===== src/rtl/muldiv_sequencer_if.sv =====
// Bundle of CPU control, MTHI/MTLO access and divider/multiplier unit signals
// shared between the muldiv sequencer (slave) and its environment (master).
interface muldiv_sequencer_if;
    logic        div_start;
    logic        mult_start;
    logic        abort;
    logic [31:0] op_a;
    logic [31:0] op_b;
    logic        hi_we;
    logic        lo_we;
    logic [31:0] hilo_wdata;

    logic        div_control;
    logic [31:0] div_divisor;
    logic [31:0] div_dividend;
    logic [31:0] div_quo;
    logic [31:0] div_rem;

    logic        mult_control;
    logic [31:0] mult_a;
    logic [31:0] mult_b;
    logic [31:0] mult_hi;
    logic [31:0] mult_lo;

    logic [31:0] hi;
    logic [31:0] lo;
    logic        busy;
    logic        done;
    logic        div_zero;

    // The master side groups the CPU control FSM with the two arithmetic units.
    modport master (
        output div_start, mult_start, abort, op_a, op_b,
        output hi_we, lo_we, hilo_wdata,
        output div_quo, div_rem, mult_hi, mult_lo,
        input  div_control, div_divisor, div_dividend,
        input  mult_control, mult_a, mult_b,
        input  hi, lo, busy, done, div_zero
    );

    modport slave (
        input  div_start, mult_start, abort, op_a, op_b,
        input  hi_we, lo_we, hilo_wdata,
        input  div_quo, div_rem, mult_hi, mult_lo,
        output div_control, div_divisor, div_dividend,
        output mult_control, mult_a, mult_b,
        output hi, lo, busy, done, div_zero
    );
endinterface


===== src/rtl/muldiv_sequencer.sv =====
// Sequences the shared multi-cycle divider and multiplier: latches operands,
// holds the unit's control high for a fixed run length, then loads HI/LO.
module muldiv_sequencer #(
    parameter int DIV_CYCLES  = 34,
    parameter int MULT_CYCLES = 33,
    parameter int CNT_W       = 6
) (
    input  logic clk,
    input  logic reset,
    muldiv_sequencer_if.slave bus
);

    typedef enum logic [2:0] {
        IDLE,
        RUN_DIV,
        RUN_MULT,
        CAPTURE,
        ERR
    } state_t;

    localparam logic [CNT_W-1:0] DIV_LAST  = CNT_W'(DIV_CYCLES - 1);
    localparam logic [CNT_W-1:0] MULT_LAST = CNT_W'(MULT_CYCLES - 1);
    localparam logic [CNT_W-1:0] CNT_ONE   = CNT_W'(1);

    state_t           state, state_nxt;
    logic [CNT_W-1:0] cnt, cnt_nxt;
    logic [31:0]      opa, opa_nxt;
    logic [31:0]      opb, opb_nxt;
    logic [31:0]      hi_r, hi_nxt;
    logic [31:0]      lo_r, lo_nxt;
    logic             div_ctl, div_ctl_nxt;
    logic             mult_ctl, mult_ctl_nxt;
    logic             busy_r, busy_nxt;
    logic             done_r, done_nxt;
    logic             zero_r, zero_nxt;
    logic             accept;

    // A start is only taken in IDLE and never alongside abort; MTHI/MTLO
    // writes share IDLE cycles only with requests that were not taken.
    assign accept = (state == IDLE) && !bus.abort && (bus.div_start || bus.mult_start);

    always_comb begin
        state_nxt    = state;
        cnt_nxt      = cnt;
        opa_nxt      = opa;
        opb_nxt      = opb;
        hi_nxt       = hi_r;
        lo_nxt       = lo_r;
        div_ctl_nxt  = 1'b0;
        mult_ctl_nxt = 1'b0;
        busy_nxt     = 1'b0;
        done_nxt     = 1'b0;
        zero_nxt     = 1'b0;

        unique case (state)
            IDLE: begin
                if (accept) begin
                    busy_nxt = 1'b1;
                    if (bus.div_start && (bus.op_b == 32'd0)) begin
                        state_nxt = ERR;
                        done_nxt  = 1'b1;
                        zero_nxt  = 1'b1;
                    end else begin
                        opa_nxt = bus.op_a;
                        opb_nxt = bus.op_b;
                        cnt_nxt = '0;
                        if (bus.div_start) begin
                            state_nxt   = RUN_DIV;
                            div_ctl_nxt = 1'b1;
                        end else begin
                            state_nxt    = RUN_MULT;
                            mult_ctl_nxt = 1'b1;
                        end
                    end
                end else begin
                    if (bus.hi_we) hi_nxt = bus.hilo_wdata;
                    if (bus.lo_we) lo_nxt = bus.hilo_wdata;
                end
            end

            RUN_DIV: begin
                if (bus.abort) begin
                    state_nxt = IDLE;
                    cnt_nxt   = '0;
                end else if (cnt == DIV_LAST) begin
                    state_nxt = CAPTURE;
                    cnt_nxt   = '0;
                    lo_nxt    = bus.div_quo;
                    hi_nxt    = bus.div_rem;
                    busy_nxt  = 1'b1;
                    done_nxt  = 1'b1;
                end else begin
                    cnt_nxt     = cnt + CNT_ONE;
                    div_ctl_nxt = 1'b1;
                    busy_nxt    = 1'b1;
                end
            end

            RUN_MULT: begin
                if (bus.abort) begin
                    state_nxt = IDLE;
                    cnt_nxt   = '0;
                end else if (cnt == MULT_LAST) begin
                    state_nxt = CAPTURE;
                    cnt_nxt   = '0;
                    hi_nxt    = bus.mult_hi;
                    lo_nxt    = bus.mult_lo;
                    busy_nxt  = 1'b1;
                    done_nxt  = 1'b1;
                end else begin
                    cnt_nxt      = cnt + CNT_ONE;
                    mult_ctl_nxt = 1'b1;
                    busy_nxt     = 1'b1;
                end
            end

            // Both controls sit low here so each unit clears before its next run.
            CAPTURE: state_nxt = IDLE;
            ERR:     state_nxt = IDLE;
            default: state_nxt = IDLE;
        endcase
    end

    always_ff @(posedge clk or posedge reset) begin
        if (reset) begin
            state    <= IDLE;
            cnt      <= '0;
            opa      <= '0;
            opb      <= '0;
            hi_r     <= '0;
            lo_r     <= '0;
            div_ctl  <= 1'b0;
            mult_ctl <= 1'b0;
            busy_r   <= 1'b0;
            done_r   <= 1'b0;
            zero_r   <= 1'b0;
        end else begin
            state    <= state_nxt;
            cnt      <= cnt_nxt;
            opa      <= opa_nxt;
            opb      <= opb_nxt;
            hi_r     <= hi_nxt;
            lo_r     <= lo_nxt;
            div_ctl  <= div_ctl_nxt;
            mult_ctl <= mult_ctl_nxt;
            busy_r   <= busy_nxt;
            done_r   <= done_nxt;
            zero_r   <= zero_nxt;
        end
    end

    assign bus.div_control  = div_ctl;
    assign bus.div_dividend = opa;
    assign bus.div_divisor  = opb;
    assign bus.mult_control = mult_ctl;
    assign bus.mult_a       = opa;
    assign bus.mult_b       = opb;
    assign bus.hi           = hi_r;
    assign bus.lo           = lo_r;
    assign bus.busy         = busy_r;
    assign bus.done         = done_r;
    assign bus.div_zero     = zero_r;

endmodule


===== src/flat_wrapper.sv =====
// flat-port wrapper written by rule: the top's interface ports become plain ports
module muldiv_sequencer_flat 
#(
    parameter int DIV_CYCLES  = 34,
    parameter int MULT_CYCLES = 33,
    parameter int CNT_W       = 6
)
  (clk, reset, bus_div_start, bus_mult_start, bus_abort, bus_op_a, bus_op_b, bus_hi_we, bus_lo_we, bus_hilo_wdata, bus_div_quo, bus_div_rem, bus_mult_hi, bus_mult_lo, bus_div_control, bus_div_divisor, bus_div_dividend, bus_mult_control, bus_mult_a, bus_mult_b, bus_hi, bus_lo, bus_busy, bus_done, bus_div_zero);
  muldiv_sequencer_if bus_i ();
  input  logic clk;
  input  logic reset;
  input wire logic [$bits(bus_i.div_start)-1:0] bus_div_start;
  input wire logic [$bits(bus_i.mult_start)-1:0] bus_mult_start;
  input wire logic [$bits(bus_i.abort)-1:0] bus_abort;
  input wire logic [$bits(bus_i.op_a)-1:0] bus_op_a;
  input wire logic [$bits(bus_i.op_b)-1:0] bus_op_b;
  input wire logic [$bits(bus_i.hi_we)-1:0] bus_hi_we;
  input wire logic [$bits(bus_i.lo_we)-1:0] bus_lo_we;
  input wire logic [$bits(bus_i.hilo_wdata)-1:0] bus_hilo_wdata;
  input wire logic [$bits(bus_i.div_quo)-1:0] bus_div_quo;
  input wire logic [$bits(bus_i.div_rem)-1:0] bus_div_rem;
  input wire logic [$bits(bus_i.mult_hi)-1:0] bus_mult_hi;
  input wire logic [$bits(bus_i.mult_lo)-1:0] bus_mult_lo;
  output wire logic [$bits(bus_i.div_control)-1:0] bus_div_control;
  output wire logic [$bits(bus_i.div_divisor)-1:0] bus_div_divisor;
  output wire logic [$bits(bus_i.div_dividend)-1:0] bus_div_dividend;
  output wire logic [$bits(bus_i.mult_control)-1:0] bus_mult_control;
  output wire logic [$bits(bus_i.mult_a)-1:0] bus_mult_a;
  output wire logic [$bits(bus_i.mult_b)-1:0] bus_mult_b;
  output wire logic [$bits(bus_i.hi)-1:0] bus_hi;
  output wire logic [$bits(bus_i.lo)-1:0] bus_lo;
  output wire logic [$bits(bus_i.busy)-1:0] bus_busy;
  output wire logic [$bits(bus_i.done)-1:0] bus_done;
  output wire logic [$bits(bus_i.div_zero)-1:0] bus_div_zero;
  assign bus_i.div_start = bus_div_start;
  assign bus_i.mult_start = bus_mult_start;
  assign bus_i.abort = bus_abort;
  assign bus_i.op_a = bus_op_a;
  assign bus_i.op_b = bus_op_b;
  assign bus_i.hi_we = bus_hi_we;
  assign bus_i.lo_we = bus_lo_we;
  assign bus_i.hilo_wdata = bus_hilo_wdata;
  assign bus_i.div_quo = bus_div_quo;
  assign bus_i.div_rem = bus_div_rem;
  assign bus_i.mult_hi = bus_mult_hi;
  assign bus_i.mult_lo = bus_mult_lo;
  assign bus_div_control = bus_i.div_control;
  assign bus_div_divisor = bus_i.div_divisor;
  assign bus_div_dividend = bus_i.div_dividend;
  assign bus_mult_control = bus_i.mult_control;
  assign bus_mult_a = bus_i.mult_a;
  assign bus_mult_b = bus_i.mult_b;
  assign bus_hi = bus_i.hi;
  assign bus_lo = bus_i.lo;
  assign bus_busy = bus_i.busy;
  assign bus_done = bus_i.done;
  assign bus_div_zero = bus_i.div_zero;
  muldiv_sequencer #(.DIV_CYCLES(DIV_CYCLES), .MULT_CYCLES(MULT_CYCLES), .CNT_W(CNT_W)) u_core (.clk(clk), .reset(reset), .bus(bus_i));
endmodule

===== config.mk =====
export PLATFORM = sky130hd
export DESIGN_NAME = muldiv_sequencer_flat
export DESIGN_NICKNAME = d
export VERILOG_FILES = /design/src/rtl/muldiv_sequencer_if.sv /design/src/rtl/muldiv_sequencer.sv /design/src/flat_wrapper.sv
export SDC_FILE = /design/constraint.sdc
export NUM_CORES = 1
export LEC_CHECK = 0
export ABC_AREA = 1
export CORE_AREA = 2 2 166 168
export CTS_CLUSTER_SIZE = 20
export DETAILED_ROUTE_END_ITERATION = 16
export DIE_AREA = 0 0 168 170
export DONT_BUFFER_PORTS = 1
export SYNTH_ARGS = -nofsm -noshare
export SYNTH_HDL_FRONTEND = slang
export SYNTH_SLANG_ARGS = --single-unit

===== constraint.sdc =====
create_clock -name clk -period 12.3 [get_ports clk]
set_input_delay 2.46 -clock clk [delete_from_list [all_inputs] [get_ports clk]]
set_output_delay 2.46 -clock clk [all_outputs]
set_load 0.005 [all_outputs]

# Word-level counts from Yosys, hierarchy flattened
# Index checks and enable logic that the tools add are counted.
# W data, S select, Z words.
# totals
reg_bits,142
in_bits,231
out_inout_bits,197
word_cells,94
# op_classes
n_addsub,1
eq_ne,15
mux,52
n_bitwise,1
n_reduce_logical,14
# op_table
cell,count
$mux W32,12
$pmux W32 S3,2
$mux W6,6
$logic_not A32 Y1,1
$mux W1,19
$mux W3,6
$pmux W6 S3,1
$reduce_and A7 Y1,2
$eq A6 B6 Y1 const B,2
$ne A2 B2 Y1 const B,6
$pmux W3 S3,1
$reduce_and A3 Y1,3
$add A6 B1 Y6 const B,1
$ne A2 B1 Y1 const B,3
$ne A3 B2 Y1 const B,2
$pmux W1 S2,3
$eq A3 B1 Y1 const B,1
$eq A3 B2 Y1 const B,1
$logic_and A1 B1 Y1,3
$logic_not A3 Y1,1
$pmux W1 S3,1
$reduce_bool A3 Y1,1
$mux W2,1
$reduce_or A2 Y1,1
3 further kinds,3

# Logic depth before layout (Yosys ltp)
# Gate-level depths: netlist of the first run.
# logic_depth
ltp_word,5
ltp_mapped,11
ltp_nobuf,10

# Least setup slack after synthesis of the first run
# Ideal clock, no wire load.
# synth_path
path_kind,input -> register
startpoint,in bus_div_start
endpoint,reg u_core.hi_r[0] (netlist: u_core.bus.hi[0])
setup_time_ns,0.116
arrival_time_ns,3.502
slack_ns,8.681
stages,10
n_path_buf,2
cell_sequence,buf_2 -> nor2_1 -> nor2_1 -> nand2_2 -> nand2_1 -> nor3_4 -> nand2_2 -> buf_6 -> nand2_1 -> nand2_1
# synth_via
elab_chain_cells,4
# synth_rtl
item,line_no,rtl
start: declaration,flat_wrapper.sv:12,input wire logic [$bits(bus_i.div_start)-1:0] bus_div_start;
$logic_or A1 B1 Y1,muldiv_sequencer.sv:40,assign accept = (state == IDLE) && !bus.abort && (bus.div_start || bus.mult_start);
$logic_and A1 B1 Y1,muldiv_sequencer.sv:40,
$ne A2 B2 Y1 (no line),n/a,
$reduce_and A7 Y1 (no line),n/a,
end signal: assignment,muldiv_sequencer.sv:142,hi_r <= hi_nxt;
end: declaration,muldiv_sequencer.sv:29,"logic [31:0] hi_r, hi_nxt;"
# Every way passes these cells.
# A chain may end at the register's enable or synchronous reset.

# Worst setup path after layout of the first run
# layout_path
startpoint,in bus_op_b[28]
endpoint,reg u_core.opa[21] (netlist: u_core.bus.div_dividend[21])
# layout_via
elab_chain_cells,4
# layout_rtl
item,line_no,rtl
start: declaration,flat_wrapper.sv:16,input wire logic [$bits(bus_i.op_b)-1:0] bus_op_b;
$logic_not A32 Y1,muldiv_sequencer.sv:59,if (bus.div_start && (bus.op_b == 32'd0)) begin
$logic_and A1 B1 Y1,muldiv_sequencer.sv:59,
$not A1 Y1 (no line),n/a,
$reduce_and A3 Y1 (no line),n/a,
end signal: assignment,muldiv_sequencer.sv:140,opa <= opa_nxt;
end: declaration,muldiv_sequencer.sv:27,"logic [31:0] opa, opa_nxt;"
# Every way passes these cells.

==> results of run 1 <==
stage by stage:
step                instances  worst slack, ps
floorplan                 967             6030
finish                   1231             7840
global route             1231             7470
detailed placement       1199             7250
CTS                      1231             7710
global placement         1199             7310
cell type report:
| type | count | area [um2] | share of cell area |
|---|---|---|---|
| flip-flops and latches | 142 | 3550 | 0.465 |
| multi-input cells | 691 | 2950 | 0.386 |
| well taps | 341 | 427 | 0.0559 |
| clock buffers | 17 | 425 | 0.0557 |
| clock inverters | 15 | 150 | 0.0197 |
| inverters | 17 | 68.8 | 0.00901 |
| repair buffers | 8 | 60.1 | 0.00787 |
cells in the mapped netlist:
master	instances	share of area
ha_1	3	0.0051
nand3b_1	3	0.0031
o21ai_0	3	0.0021
nand4_1	1	0.00086
nand2_1	427	0.22
xor2_1	2	0.0024
nand2_2	5	0.0043
a21oi_1	33	0.023
dfrtp_1	142	0.49
buf_4	64	0.066
buf_2	41	0.028
buf_1	1	0.00051
nor2_2	3	0.0026
buf_6	3	0.0046
inv_1	9	0.0046
o21ai_1	33	0.023
o22ai_1	2	0.0017
clkbuf_1	8	0.0041
nor2_1	36	0.018
nand3_1	139	0.095
nor3_4	1	0.0022
inv_2	8	0.0041
worst register-to-register path: stages, from the launching register on:
cell and delay (ps):
dfrtp_1 400, nor2_2 140, nand2_2 110, inv_2 100, nand2_2 150, inv_2 80, buf_4 530, nand2_2 860
nand2_1 320, nand2_1 70
kinds of logic after synthesis:
family,count (synthesis),share of synthesized area
and+or+nand+nor,615,0.346
DFF,142,0.486
AOI/OAI and AO/OA,71,0.0489
xor gates and xnor gates,2,0.00240
buffers and inverters,134,0.112
adders and majority gates,3,0.00513
power by group through the flow:
stage / registers (W) / logic [W] / clock network, W
finish: 0.000925 / 0.000799 / 0.000518
global route: 0.000954 / 0.000927 / 0.000558
floorplan: 0.000825 / 0.000794 / 0
CTS: 0.000926 / 0.000811 / 0.000539
global placement: 0.000932 / 0.000789 / 0
detailed placement: 0.000930 / 0.000815 / 0
per-layer routing:
layer / up-vias / GRT usage
met5: - / 0
met4: 4 / 0.0722
met3: 35 / 0.0593
met2: 326 / 0.280
met1: 2781 / 0.184
li1: 2852 / -
how the worst max path moves through the flow:
stage                             from                                 endpoint
final                     bus_op_b[28]  u_core.bus.div_dividend[21]$_DFFE_PP0P_
after global routing      bus_op_b[28]   u_core.bus.div_dividend[2]$_DFFE_PP0P_
after CTS                 bus_op_b[28]  u_core.bus.div_dividend[10]$_DFFE_PP0P_
after detailed placement  bus_op_b[28]  u_core.bus.div_dividend[10]$_DFFE_PP0P_
after global placement    bus_op_b[28]   u_core.bus.div_divisor[26]$_DFFE_PP0P_
after floorplan                  reset                u_core.bus.busy$_DFF_PP0_
state kept, by name, summed over array words and instances, names as in the netlist:
register / count
u_core.bus.div_dividend: 32
u_core.bus.div_divisor: 32
u_core.bus.hi: 32
u_core.bus.lo: 32
u_core.cnt: 6
u_core.state: 3
u_core.bus.busy: 1
u_core.bus.div_control: 1
u_core.bus.div_zero: 1
u_core.bus.done: 1
u_core.bus.mult_control: 1
==> impl_metrics.yaml, run 1 <==
routing:
  met3_length_um: 2240
  drt_iter0_drc: 366
  first_pass_iters: 5
  met2_wirelength_um: 11900
  via_per_inst: 4.87
  drc_errors: 0
  drt_wl_total_um: 24000
  wl_met1_um: 9100
  vias: 5998
  postRouteAntennaNets: 0
  top_layer_used: "met5"
  avgRoutedWirePerCell_um: 19.5
hold_path:
  hold_path_end: "u_core.bus.hi[25]$_DFFE_PP0P_"
  whs_path_depth: 2
  hold_start: "u_core.bus.hi[25]$_DFFE_PP0P_"
  hp-class: "flip-flop to flip-flop"
pwr:
  pwr-share-comb: 0.356
  switching_share: 0.462
  p_leak_nw: 3.90
  power.switching_w: 0.00104
  pwr-share-seq: 0.413
  ir_drop_mv: 0.161
  power_w: 0.00224
  cellPowerDensity_nw_per_um2: 294
  intPower_w: 0.00121
  power_frac_clock: 0.231
cts:
  numCtsBuffers: 17
  h-tree-depth: 4
  clock_sinks: 142
  path_clk_slew_ps: 70
  cts_buffer_depth: 2
  clockRootBuffer: "clkbuf_16"
  cts_hold_buf: 0
  post-cts-setup-buffer-count: 0
  tritoncts: "done"
  ctsResizeCount: 0
  clock_latency_ps: 420
timing:
  rsz0062_at_grt: "no"
  setup_viol: 0
  tns_ps: 0
  period_minus_slack_ps: 4460
  hold_viol_final: 0
  finalCritPeriodShare: 0.362
  hold-worst-slack_ps: 501
  finalClockSkew_ps: 10.5
  slew-limit-headroom: 0.189
  tightest_slew_ps: 1210
  max_freq_ghz: 0.224
  slew_viol_final: 0
grt:
  grt_usage: 0.164
  antenna_found_initial: 2
  grt_first_pass_wirelength_um: 35100
  grt_pass1_vias: 5724
  grt_max_degree: 84
  overflow: 0
critical_path:
  arrival_ps: 4810
  r2r_slack_ps: 9420
  r2r-end: "u_core.bus.div_dividend[21]$_DFFE_PP0P_"
  slowest_stage: "nand2_2"
  cpMostUsedCell: "nand2_1"
  crit_path_max_incr_delay_ps: 960
  critical_path_buf_inv_count: 1
  crit_required_ps: 12650
  cp_top_family: "simple AND/OR/NAND/NOR gates"
  worstPathMaxFanout: 68
  regToRegStartpoint: "u_core.state[0]$_DFFE_PP0P_"
  reg2regPathDepth: 9
  crit_path_start_kind: "primary input"
  cp.depth: 10
  end_kind: "flip-flop"
  crit_path_cell_trace: "nor2_1 > nand2_1 > nor2_1 > nand2_1 > nor2_1 > nand2_2 > buf_4 > nand2_2 > nand2_1 > nand2_1"
  path_class: "primary input to flip-flop"
layout:
  nFillCells: 2863
  mostFrequentLayoutCells: "426 x nand2_1, 142 x dfrtp_1, 139 x nand3_1, 36 x nor2_1"
  nets: 1111
  syn_to_final_growth_pct: 4.40
  final_common_cell: "nand2_1"
  layout-drive-gt1-share: 0.0663
  fin_area_um2: 7630
  n_antenna_cell: 0
  final_core_util: 0.286
floorplanning:
  initial_utilization: 0.274
  die_x_um: 168
  rows: 60
  die_y_um: 170
  dieArea_um2: 28600
  pin_count: 428
  core_area_um2: 26700
synthesis:
  synth_cells: 967
  syn_area_um2: 7310
  synth_cell_types: 22
  seq_area_frac_synth: 0.486
  synth.avg_cell_area_um2: 7.56
  yosys_warnings: 0
  synth_seq_cells: 142
  synth_nets: 1201
place:
  gp_congestion: 0.813
  io_buffers: 0
  dp_hpwl_um: 17800
  postPlaceCellArea_um2: 7060
run:
  max-cap-violations: 0
outcome:
  status: "completed"
Note: power is estimated with default switching activity, not from simulation.
==> run 2, diff against run 1 <==
- ABC_AREA: 1 -> 0
- clock period: 12.3 -> 3.6 ns (I/O delays scaled with it)
==> run 2 against run 1 <==
First-iteration DRC count decreased by 15%. Non-clock buffer count increased by 2. Highest routed layer is now met4. Largest cell class unchanged. Area after synthesis increased by 0.24%.
==> impl_metrics.yaml, run 2 <==
critical_path:
  r2r-end: "u_core.bus.hi[3]$_DFFE_PP0P_"
  crit_required_ps: 3890
  crit_path_start_kind: "flip-flop"
  arrival_ps: 2820
  r2r_slack_ps: 1070
  end_kind: "flip-flop"
  worstPathMaxFanout: 34
  path_class: "flip-flop to flip-flop"
  reg2regPathDepth: 6
  regToRegStartpoint: "u_core.state[1]$_DFFE_PP0P_"
synthesis:
  synth_edf_count: 0
  yosysMostFrequentCell: "dfrtp_1"
  yosys_warnings: 0
  async_flop_share: 1.00
  synth-simple-area-share: 0.0608
  synth_xor_xnor_area_share: 0.00478
  synth_cells: 542
  ys_top_cells_by_count: "142 x dfrtp_1, 71 x mux2_2, 64 x a221o_1, 64 x buf_4, 52 x mux2_4"
  synthMuxAreaShare: 0.225
  synth_cell_types: 43
  netlist_top_cells_area: "dfrtp_1 48%, mux2_2 11%, mux2_4 11%"
  synth_compound_area_frac: 0.120
  syn_area_um2: 7330
  synth.avg_cell_area_um2: 13.5
  ys.flop_type: "dfrtp_1"
  seq_area_frac_synth: 0.485
  synth_nets: 776
  synth_top_area_cell: "dfrtp_1"
  synth_top_family_by_area: "multiplexers"
  synth_top_area_frac: 0.485
  synth_seq_cells: 142
  synthAdderAreaFrac: 0.00512
cts:
  post-cts-setup-buffer-count: 0
  clock_sinks: 142
  numCtsBuffers: 17
  cts_buffer_depth: 2
  ctsResizeCount: 0
  clockRootBuffer: "clkbuf_16"
  cts_hold_buf: 0
  tritoncts: "done"
  h-tree-depth: 4
  clock_latency_ps: 410
  path_clk_slew_ps: 70
routing:
  drt_wl_total_um: 21100
  avgRoutedWirePerCell_um: 25.6
  drt_iter0_drc: 311
  first_pass_iters: 5
  postRouteAntennaNets: 0
  drc_errors: 0
  vias: 4537
  via_per_inst: 5.51
floorplanning:
  pin_count: 428
  dieArea_um2: 28600
  rows: 60
  die_x_um: 168
  die_y_um: 170
  core_area_um2: 26700
  initial_utilization: 0.275
layout:
  syn_to_final_growth_pct: 6.54
  nets: 704
  n_antenna_cell: 0
  layout-drive-gt1-share: 0.364
  nFillCells: 2657
  mostFrequentLayoutCells: "142 x dfrtp_1, 71 x mux2_2, 64 x a221o_1, 52 x mux2_4, 33 x and3_1"
  final_common_cell: "dfrtp_1"
  final_core_util: 0.293
pwr:
  cellPowerDensity_nw_per_um2: 1100
  power.switching_w: 0.00319
  intPower_w: 0.00539
  pwr-share-comb: 0.386
  pwr-share-seq: 0.388
  p_leak_nw: 3.35
  power_frac_clock: 0.226
  ir_drop_mv: 0.410
  switching_share: 0.372
outcome:
  status: "completed"
timing:
  slew_viol_final: 0
  rsz0062_at_grt: "no"
  finalCritPeriodShare: 0.703
  tns_ps: 0
  period_minus_slack_ps: 2530
  tightest_slew_ps: 818
  slew-limit-headroom: 0.450
  hold_viol_final: 0
  max_freq_ghz: 0.395
  finalClockSkew_ps: 9.39
  setup_viol: 0
grt:
  antenna_found_initial: 0
  grt-busiest-layer: "met2"
  grt_max_degree: 75
  grt_util_met1: 0.179
  use_met3: 0.0430
  met2_usage: 0.231
  grt_usage: 0.142
  overflow: 0
  grt_pass1_vias: 4755
  grt_first_pass_wirelength_um: 30300
place:
  gp_congestion: 0.878
  io_buffers: 0
  dp_hpwl_um: 15600
run:
  max-cap-violations: 0
hold_path:
  hp-class: "primary input to asynchronous set/reset pin"
==> run 2: power by group through the flow <==
stage               sequential (W)  clock, W  combinational (W)
global route               0.00343   0.00208            0.00356
floorplan                  0.00293         0            0.00342
finish                     0.00333   0.00194            0.00331
detailed placement         0.00335         0            0.00333
global placement           0.00333         0            0.00317
CTS                        0.00333   0.00201            0.00334
==> run 2: how the worst max path moves through the flow <==
stage | startpoint | endpoint | slack [ps]
after floorplan | reset | u_core.bus.busy$_DFF_PP0_ | 1100
after global placement | bus_op_b[18] | u_core.bus.div_dividend[29]$_DFFE_PP0P_ | 710
final | u_core.state[1]$_DFFE_PP0P_ | u_core.bus.hi[3]$_DFFE_PP0P_ | 1070
after global routing | u_core.state[1]$_DFFE_PP0P_ | u_core.bus.hi[3]$_DFFE_PP0P_ | 940
after CTS | u_core.state[1]$_DFFE_PP0P_ | u_core.bus.hi[3]$_DFFE_PP0P_ | 1090
after detailed placement | bus_op_b[18] | u_core.bus.div_dividend[14]$_DFFE_PP0P_ | 670
==> run 2: critical path, cell delays in order (launching register included) <==
cell and delay, ps:
dfrtp_1 480, or3b_1 210, buf_4 350, a21oi_2 140, nor4_4 270, buf_4 510, mux2_2 410
==> run 2: through the flow <==
step	instance area [um2]	hold slack [ps]	power (W)	std cells	setup WS, ps
global placement	7170	525	0.00650	792	709
floorplan	7330	505	0.00635	542	1100
finish	7810	215	0.00858	824	1070
global route	7810	217	0.00907	824	935
detailed placement	7170	525	0.00668	792	666
CTS	7810	198	0.00868	824	1090
==> run 2: cell families (layout without fill, tap and decap cells) <==
kind of cell	count (synthesis)	after routing
DFF	142	142
muxes	129	129
buffers and inverters	106	47
AOI/OAI and AO/OA	93	93
and+or+nand+nor	65	65
xor gates and xnor gates	4	4
adders and majority gates	3	3
==> run 2: final cells by class <==
cell class | instances | area (um2) | area share
well taps | 341 | 427 | 0.0546
inverters | 5 | 22.5 | 0.00288
clock buffers | 17 | 425 | 0.0545
clock inverters | 15 | 215 | 0.0276
flip-flops and latches | 142 | 3550 | 0.455
repair buffers | 10 | 113 | 0.0144
multi-input cells | 294 | 3050 | 0.391
==> run 2: routing by layer <==
layer	wire length, um	vias up
met5	0	-
met4	322	0
met3	1610	16
met2	10400	269
met1	8740	2394
li1	-	1858
==> run 3, diff against run 2 <==
- clock period: 3.6 -> 2.1 ns (I/O delays scaled with it)
==> run 3 against run 2 <==
Wire length grew 5.4%. Hold slack lost 150 ps. Core utilization grew 2.4 points. Fmax grew 22%. First-iteration DRC count grew 14%. Count of clock-buffer cells in the layout grew 1. Critical path depth shrank 1. Sequential power grew 72%. Critical endpoint is now u_core.bus.lo[19]$_DFFE_PP0P_. Largest power group is now combinational logic.
==> impl_metrics.yaml, run 3 (synthesized netlist as in run 2, its figures left out) <==
grt:
  use_met3: 0.0400
  grt_util_met1: 0.178
  grt_usage: 0.143
  grt_pass1_vias: 4766
  met2_usage: 0.234
  grt_max_degree: 81
  antenna_found_initial: 4
  grt_first_pass_wirelength_um: 30700
  grt-busiest-layer: "met2"
  overflow: 0
routing:
  postRouteAntennaNets: 0
  avgRoutedWirePerCell_um: 25.8
  first_pass_iters: 5
  drt_iter0_drc: 356
  drt_wl_total_um: 22200
  via_per_inst: 5.47
  vias: 4706
  drc_errors: 0
floorplanning:
  rows: 60
  initial_utilization: 0.275
  core_area_um2: 26700
  die_y_um: 170
  dieArea_um2: 28600
  pin_count: 428
  die_x_um: 168
critical_path:
  reg2regPathDepth: 5
  arrival_ps: 2370
  crit_path_cell_trace: "or3b_4 > buf_4 > and3_1 > a221o_1 > mux2_4"
  worstPathMaxFanout: 25
  cp_top_family: "simple AND/OR/NAND/NOR gates"
  cp.depth: 5
  slowest_stage: "dfrtp_2"
  path_class: "flip-flop to flip-flop"
  critical_path_buf_inv_count: 1
  crit_path_start_kind: "flip-flop"
  end_kind: "flip-flop"
  crit_path_max_incr_delay_ps: 440
  crit_required_ps: 2390
timing:
  slew_viol_final: 0
  period_minus_slack_ps: 2080
  max_freq_ghz: 0.480
  tightest_slew_ps: 787
  hold_viol_final: 0
  finalClockSkew_ps: 20.2
  rsz0062_at_grt: "yes"
  setup_viol: 0
  finalCritPeriodShare: 0.991
  slew-limit-headroom: 0.475
layout:
  syn_to_final_growth_pct: 15.4
  multi_input_area_um2: 3390
  final_common_cell: "dfrtp_1"
  nets: 737
  layout-drive-gt1-share: 0.436
  fin_area_um2: 8460
  final_core_util: 0.317
  seqCellArea_um2: 3550
  mostFrequentLayoutCells: "141 x dfrtp_1, 115 x mux2_4, 64 x a221o_1, 32 x and3_1, 26 x buf_4"
  nFillCells: 2583
place:
  gp_congestion: 0.824
  io_buffers: 0
  postPlaceCellArea_um2: 7650
  dp_hpwl_um: 16000
cts:
  numCtsBuffers: 17
  tritoncts: "done"
  clock_latency_ps: 420
  h-tree-depth: 4
  clockRootBuffer: "clkbuf_16"
  cts_buffer_depth: 2
  path_clk_slew_ps: 70
  clock_sinks: 142
run:
  max-cap-violations: 0
outcome:
  status: "completed"
hold_path:
  whs_path_depth: 1
  hp-class: "primary input to flip-flop"
pwr:
  ir_drop_mv: 0.678
  cellPowerDensity_nw_per_um2: 1870
  p_leak_nw: 3.84
  power_w: 0.0158
[run 3: per-stage QoR]
stage | hold WS (ps) | setup slack (ps) | cells | TNS (ps)
floorplan | 505 | -97.1 | 542 | -16660
global placement | 455 | -87.8 | 815 | -4160
detailed placement | 471 | -154 | 815 | -7610
CTS | 13.5 | 0.653 | 850 | 0
global route | 34.4 | -14.4 | 859 | -189
finish | 63.8 | 18.6 | 861 | 0
[run 3: layout make-up]
type                            count  share of cell area
Sequential cell                   142               0.420
Multi-Input combinational cell    294               0.401
Timing Repair Buffer               43              0.0559
Clock buffer                       18              0.0507
Tap cell                          341              0.0505
Clock inverter                     14              0.0175
Inverter                            5             0.00266
Antenna cell                        4             0.00118
[run 3: what timing repair did]
| item | 4_1_cts | 5_1_grt |
|---|---|---|
| buffers inserted | 2 | 3 |
| resized for setup | 10 | 19 |
| pin swaps | 0 | 3 |
| cloned | 1 | 3 |
| setup endpoints to repair | 46 | 63 |
| hold endpoints to repair | 0 | 5 |
| hold buffers | 0 | 1 |
[run 3: where the power goes]
group | internal, W | switching [W] | leakage (nW)
logic | 0.00420 | 0.00285 | 1.85
clock network | 0.00168 | 0.00133 | 0.280
registers | 0.00411 | 0.00162 | 1.71
total | 0.00999 | 0.00581 | 3.84
[run 3: routing by layer]
| metal | part of all wire | vias to the layer above | wire (um) |
|---|---|---|---|
| met5 | 0 | - | 0 |
| met3 | 0.080 | 35 | 1770 |
| met4 | 0.025 | 0 | 562 |
| met1 | 0.41 | 2446 | 9060 |
| met2 | 0.49 | 299 | 10800 |
| li1 | - | 1926 | - |
[run 3: final timing paths]
path | startpoint | slack, ps | end
min in group asynchronous | reset | 580 | u_core.bus.hi[26]$_DFFE_PP0P_
hold / removal | bus_abort | 60 | u_core.bus.done$_DFF_PP0_
setup reg to reg | u_core.state[0]$_DFFE_PP0P_ | 20 | u_core.bus.lo[19]$_DFFE_PP0P_
hold reg to reg | u_core.bus.hi[24]$_DFFE_PP0P_ | 540 | u_core.bus.hi[24]$_DFFE_PP0P_
max in group asynchronous | reset | 790 | u_core.bus.div_divisor[25]$_DFFE_PP0P_
setup / recovery | u_core.state[0]$_DFFE_PP0P_ | 20 | u_core.bus.lo[19]$_DFFE_PP0P_
